<file path="src/rtl/decode_regfile_stage.sv">
// ID stage: splits a MIPS instruction, reads two operands from a clocked register file
// with write-through bypass, extends the immediate, and registers everything into ID/EX.
module decode_regfile_stage #(
    parameter int DATA_W     = 32,
    parameter int NUM_REGS   = 32,
    parameter int ADDR_W     = $clog2(NUM_REGS),
    parameter int ZERO_REG   = 1,
    parameter int BYPASS     = 1,
    parameter int INIT_INDEX = 1
) (
    input  logic              clk,
    input  logic              rst,
    input  logic              in_valid,
    input  logic [31:0]       inst_in,
    input  logic              stall,
    input  logic              flush,
    input  logic              wr_en,
    input  logic [ADDR_W-1:0] wr_addr,
    input  logic [DATA_W-1:0] wr_data,
    output logic              out_valid,
    output logic [5:0]        opcode_o,
    output logic [ADDR_W-1:0] rs_o,
    output logic [ADDR_W-1:0] rt_o,
    output logic [ADDR_W-1:0] rd_o,
    output logic [4:0]        shamt_o,
    output logic [5:0]        funct_o,
    output logic [DATA_W-1:0] imm_o,
    output logic [DATA_W-1:0] data_1,
    output logic [DATA_W-1:0] data_2
);

    logic [DATA_W-1:0] regs [NUM_REGS];

    logic [5:0]        opcode;
    logic [ADDR_W-1:0] rs_idx;
    logic [ADDR_W-1:0] rt_idx;
    logic [ADDR_W-1:0] rd_idx;
    logic [15:0]       imm16;
    logic [DATA_W-1:0] imm_ext;
    logic [DATA_W-1:0] rd_data_1;
    logic [DATA_W-1:0] rd_data_2;
    logic              wr_allowed;

    assign opcode = inst_in[31:26];
    assign rs_idx = inst_in[21 +: ADDR_W];
    assign rt_idx = inst_in[16 +: ADDR_W];
    assign rd_idx = inst_in[11 +: ADDR_W];
    assign imm16  = inst_in[15:0];

    assign wr_allowed = wr_en && !((ZERO_REG != 0) && (wr_addr == '0));

    always_ff @(posedge clk) begin
        if (rst) begin
            for (int unsigned i = 0; i < NUM_REGS; i++) begin
                regs[i] <= (INIT_INDEX != 0) ? DATA_W'(i) : '0;
            end
        end else if (wr_allowed) begin
            regs[wr_addr] <= wr_data;
        end
    end

    // Zero-register check precedes bypass so a dropped write to reg 0 is never forwarded.
    always_comb begin
        rd_data_1 = regs[rs_idx];
        rd_data_2 = regs[rt_idx];
        if ((BYPASS != 0) && wr_allowed && (wr_addr == rs_idx)) rd_data_1 = wr_data;
        if ((BYPASS != 0) && wr_allowed && (wr_addr == rt_idx)) rd_data_2 = wr_data;
        if ((ZERO_REG != 0) && (rs_idx == '0)) rd_data_1 = '0;
        if ((ZERO_REG != 0) && (rt_idx == '0)) rd_data_2 = '0;
    end

    always_comb begin
        imm_ext = {{(DATA_W-16){imm16[15]}}, imm16};
        case (opcode)
            6'h0C, 6'h0D, 6'h0E: imm_ext = {{(DATA_W-16){1'b0}}, imm16};
            6'h0F:               imm_ext = {{(DATA_W-32){1'b0}}, imm16, 16'h0000};
            default:             ;
        endcase
    end

    always_ff @(posedge clk) begin
        if (rst) begin
            out_valid <= 1'b0;
            opcode_o  <= '0;
            rs_o      <= '0;
            rt_o      <= '0;
            rd_o      <= '0;
            shamt_o   <= '0;
            funct_o   <= '0;
            imm_o     <= '0;
            data_1    <= '0;
            data_2    <= '0;
        end else if (flush) begin
            out_valid <= 1'b0;
        end else if (!stall) begin
            out_valid <= in_valid;
            opcode_o  <= opcode;
            rs_o      <= rs_idx;
            rt_o      <= rt_idx;
            rd_o      <= rd_idx;
            shamt_o   <= inst_in[10:6];
            funct_o   <= inst_in[5:0];
            imm_o     <= imm_ext;
            data_1    <= rd_data_1;
            data_2    <= rd_data_2;
        end
    end

endmodule
</file>
<file path="config.mk">
export PLATFORM = sky130hd
export DESIGN_NAME = decode_regfile_stage
export DESIGN_NICKNAME = d
export VERILOG_FILES = /design/src/rtl/decode_regfile_stage.sv
export SDC_FILE = /design/constraint.sdc
export NUM_CORES = 2
export LEC_CHECK = 0
export CAP_MARGIN = 20
export CORE_MARGIN = 5
export CORE_UTILIZATION = 40
export CTS_BUF_LIST = sky130_fd_sc_hd__clkbuf_4 sky130_fd_sc_hd__clkbuf_8 sky130_fd_sc_hd__clkbuf_16
export DETAILED_ROUTE_END_ITERATION = 8
export PLACE_DENSITY_LB_ADDON = 0.08
export SLEW_MARGIN = 20
export SYNTH_ARGS = -nofsm -noshare
export SYNTH_HDL_FRONTEND = slang
export SYNTH_SLANG_ARGS = --single-unit
</file>
<file path="constraint.sdc">
create_clock -name clk -period 2.5 [get_ports clk]
set_clock_uncertainty 0.15 [all_clocks]
set_input_delay 0.625 -clock clk [delete_from_list [all_inputs] [get_ports clk]]
set_output_delay 0.625 -clock clk [all_outputs]
set_load 0.01 [all_outputs]
</file>
==> metrics.txt <==
WL per Instance=31.7 um; Finished Layout Cells=6940; warnings from Yosys=0; hpwl dp=154000 um; CP required=3.04 ns; Max-cap violations=0; R2R setup slack=0.68 ns; endpoints failing setup=0; Area Growth Syn to Fin=23.2%; post-layout minimum cycle time=2.50 ns; initial core utilization=0.403; clock-pin slew on the worst setup and hold paths=0.06 ns; final WL=220000 um; register area share after synthesis=0.559; TritonCTS clock tree=built; via count=40600; largest net degree at the start of global routing=66; worst-case clock buffer depth=3; initial antenna violation count=19; initial drt markers=4592; Post-synth EDFFs=1024; Antenna Violating Nets Remaining=0; critical path endpoint category=flop; FF-to-FF Start=regs[12][12]$_SDFFCE_PN0P_; H-Tree Level Count=4; Pre-Repair DR Iteration Count=7; Max VDD drop=0.000521 V; crit path from=inst_in[19]; Post-Syn Area=59600 um^2; Die ar.=157000 um^2; proportion of layout cells with a drive suffix above 1=0.254; Leak=27.6 nW; average size of a mapped cell=13.5 um^2; Seq cells post-synth=1153; RR Endpoint=data_2[12]$_SDFFE_PP0P_; filler cell count=12600; setup slack at placement=-0.784 ns; end of the critical path=data_2[10]$_SDFFE_PP0P_; worst min-delay path class=input pin to flop; Final Hold Fails=0; WHS Path Cells=2; Num CTS Buffers=136; Final Max Tran Viols=0; most frequent cells in the layout=edfxtp_1 (1024), and2_1 (974), mux2i_1 (505); CP Data Arrival Time=3.04 ns; Syn Inst Count=4421; measured slew at the worst slew-check pin=0.821 ns; outcome=finished clean; slew margin rel.=0.448; Setup crit start kind=input pin; Nets=4975; GR Util All Layers=0.276; critical path type=input pin to flop; Root Buffer=clkbuf_16; final RePlAce weighted congestion=0.886; DRC=0; total congestion overflow=0; clock sinks=1153; vias in the first global route=40600; DR vias/cell=5.85; final core utilization=0.496; ys flop type=edfxtp_1; synth unique cells=54; asr flop ratio synth=0; Crit Path Max Fanout=11; first-pass GRT wire length=309000 um; IO buf count=203; R2R depth=6; pwr/cell area=662 nW/um^2; Max Fclk=401 MHz; fin crit share=0.998; Cells after DPL=6692; worst hold slack=0.260 ns; # rows=141; setup slack after layout=0.00467 ns; die width=396 um; Ports=204; die height=396 um; most common cell after layout, fill and taps aside=edfxtp_1; RSZ-0062 raised after global routing=false; Core Region=148000 um^2; worst skew pair latency=0.78 ns
[through the flow]
step                power, mW  TNS (ns)  cell area, um^2
finish                   48.6         0            73500
global placement         29.1   -743.68            69000
CTS                      48.9         0            73400
detailed placement       29.1   -722.15            69100
global route             50.1         0            73500
floorplan                25.8     -1.47            59800
[registers in the layout, summed over array words and instances (netlist names)]
signal,count
shamt_o,5
opcode_o,6
regs,1024
data_2,32
funct_o,6
imm_o,32
rs_o,5
data_1,32
rt_o,5
rd_o,5
out_valid,1
[worst max-delay path: stages]
cell	delay, ns
clkdlybuf4s50_1	0.47
buf_4	0.14
buf_4	0.23
and4bb_2	0.31
buf_12	0.15
buf_12	0.13
a22oi_1	0.22
nand4_1	0.31
buf_4	0.24
o31ai_1	0.19
[synth_stat cells (all sizes together) (2+ instances only)]
library cell  number  area share
nand3b             8      0.0011
and4bb             2     0.00042
and4b              2     0.00034
or3               83      0.0088
o311a              2     0.00071
or3b               3     0.00044
o32a               2     0.00034
or2               94      0.0099
a31oi             15      0.0016
a211oi             2     0.00042
nor4               2     0.00042
nor4bb             5     0.00084
a22oi            248       0.031
a22o               4     0.00059
o31ai             62      0.0086
nor2              34      0.0021
nand3             36      0.0030
nand4             66      0.0069
xnor2             10      0.0015
nand2            101      0.0064
nor4b              6      0.0013
nand2b             2     0.00021
o21ai              2     0.00017
buf              156       0.019
o211ai             5     0.00063
o311ai             2     0.00055
mux4             260       0.098
mux2i            505       0.085
a41oi             62      0.0091
inv                2     0.00013
edfxtp          1024        0.52
a21oi             49      0.0041
or4                2     0.00025
and4               2     0.00029
nand4bb            2     0.00038
clkbuf           322       0.020
o22ai            128       0.013
dfxtp            129       0.043
and2             974        0.10
[power breakdown]
part / switching [mW] / total (mW) / leakage, nW / internal (mW)
combinational: 3.43 / 6.05 / 14.5 / 2.62
clock: 8.24 / 19.9 / 2.24 / 11.7
sequential: 0.622 / 22.6 / 10.9 / 22.0
total: 12.3 / 48.6 / 27.6 / 36.3
[logic make-up after synthesis]
logic type / after synthesis / synth area share
DFF: 1153 / 0.559
and+or+nand+nor: 1428 / 0.146
muxes: 765 / 0.183
xor gates and xnor gates: 10 / 0.00147
other: 1 / 0.0000629
AOI/OAI and AO/OA: 584 / 0.0716
buffers and inverters: 480 / 0.0390
[layer usage]
layer,vias up,GRT usage,share of wire
met3,236,0.0571,0.080
met4,2,0.0593,0.019
met1,21000,0.388,0.43
met2,1570,0.444,0.47
li1,17800,-,-
met5,-,0,0.000059
[how the worst min path moves through the flow]
| stage | startpoint | to | slack [ns] |
|---|---|---|---|
| global placement | imm_o[7]$_SDFFE_PP0P_ | imm_o[7]$_SDFFE_PP0P_ | 0.29 |
| finish | rst | regs[0][21]$_SDFFCE_PN0P_ | 0.26 |
| global route | rst | regs[0][26]$_SDFFCE_PN0P_ | 0.22 |
| detailed placement | imm_o[3]$_SDFFE_PP0P_ | imm_o[3]$_SDFFE_PP0P_ | 0.30 |
| CTS | rst | regs[0][20]$_SDFFCE_PN0P_ | 0.20 |
| floorplan | imm_o[0]$_SDFFE_PP0P_ | imm_o[0]$_SDFFE_PP0P_ | 0.33 |
[repair_timing]
action | CTS | global route
endpoints found under the hold margin | 0 | 0
buffers inserted | 0 | 0
endpoints found under the setup margin | 90 | 10
hold buffers | 0 | 0
resized for setup | 123 | 10
pin swaps | 0 | 1
[area by class of cell]
| type | instances | area (um^2) | area share |
|---|---|---|---|
| Inverter | 2 | 7.51 | 0.000102 |
| Sequential cell | 1153 | 33400 | 0.454 |
| Timing Repair Buffer | 788 | 8650 | 0.118 |
| Tap cell | 1930 | 2410 | 0.0329 |
| Multi-Input combinational cell | 2819 | 24600 | 0.334 |
| Clock inverter | 62 | 494 | 0.00673 |
| Clock buffer | 184 | 3940 | 0.0536 |
| Antenna cell | 2 | 5.00 | 0.0000681 |
Note: power is estimated with default switching activity, not from simulation.
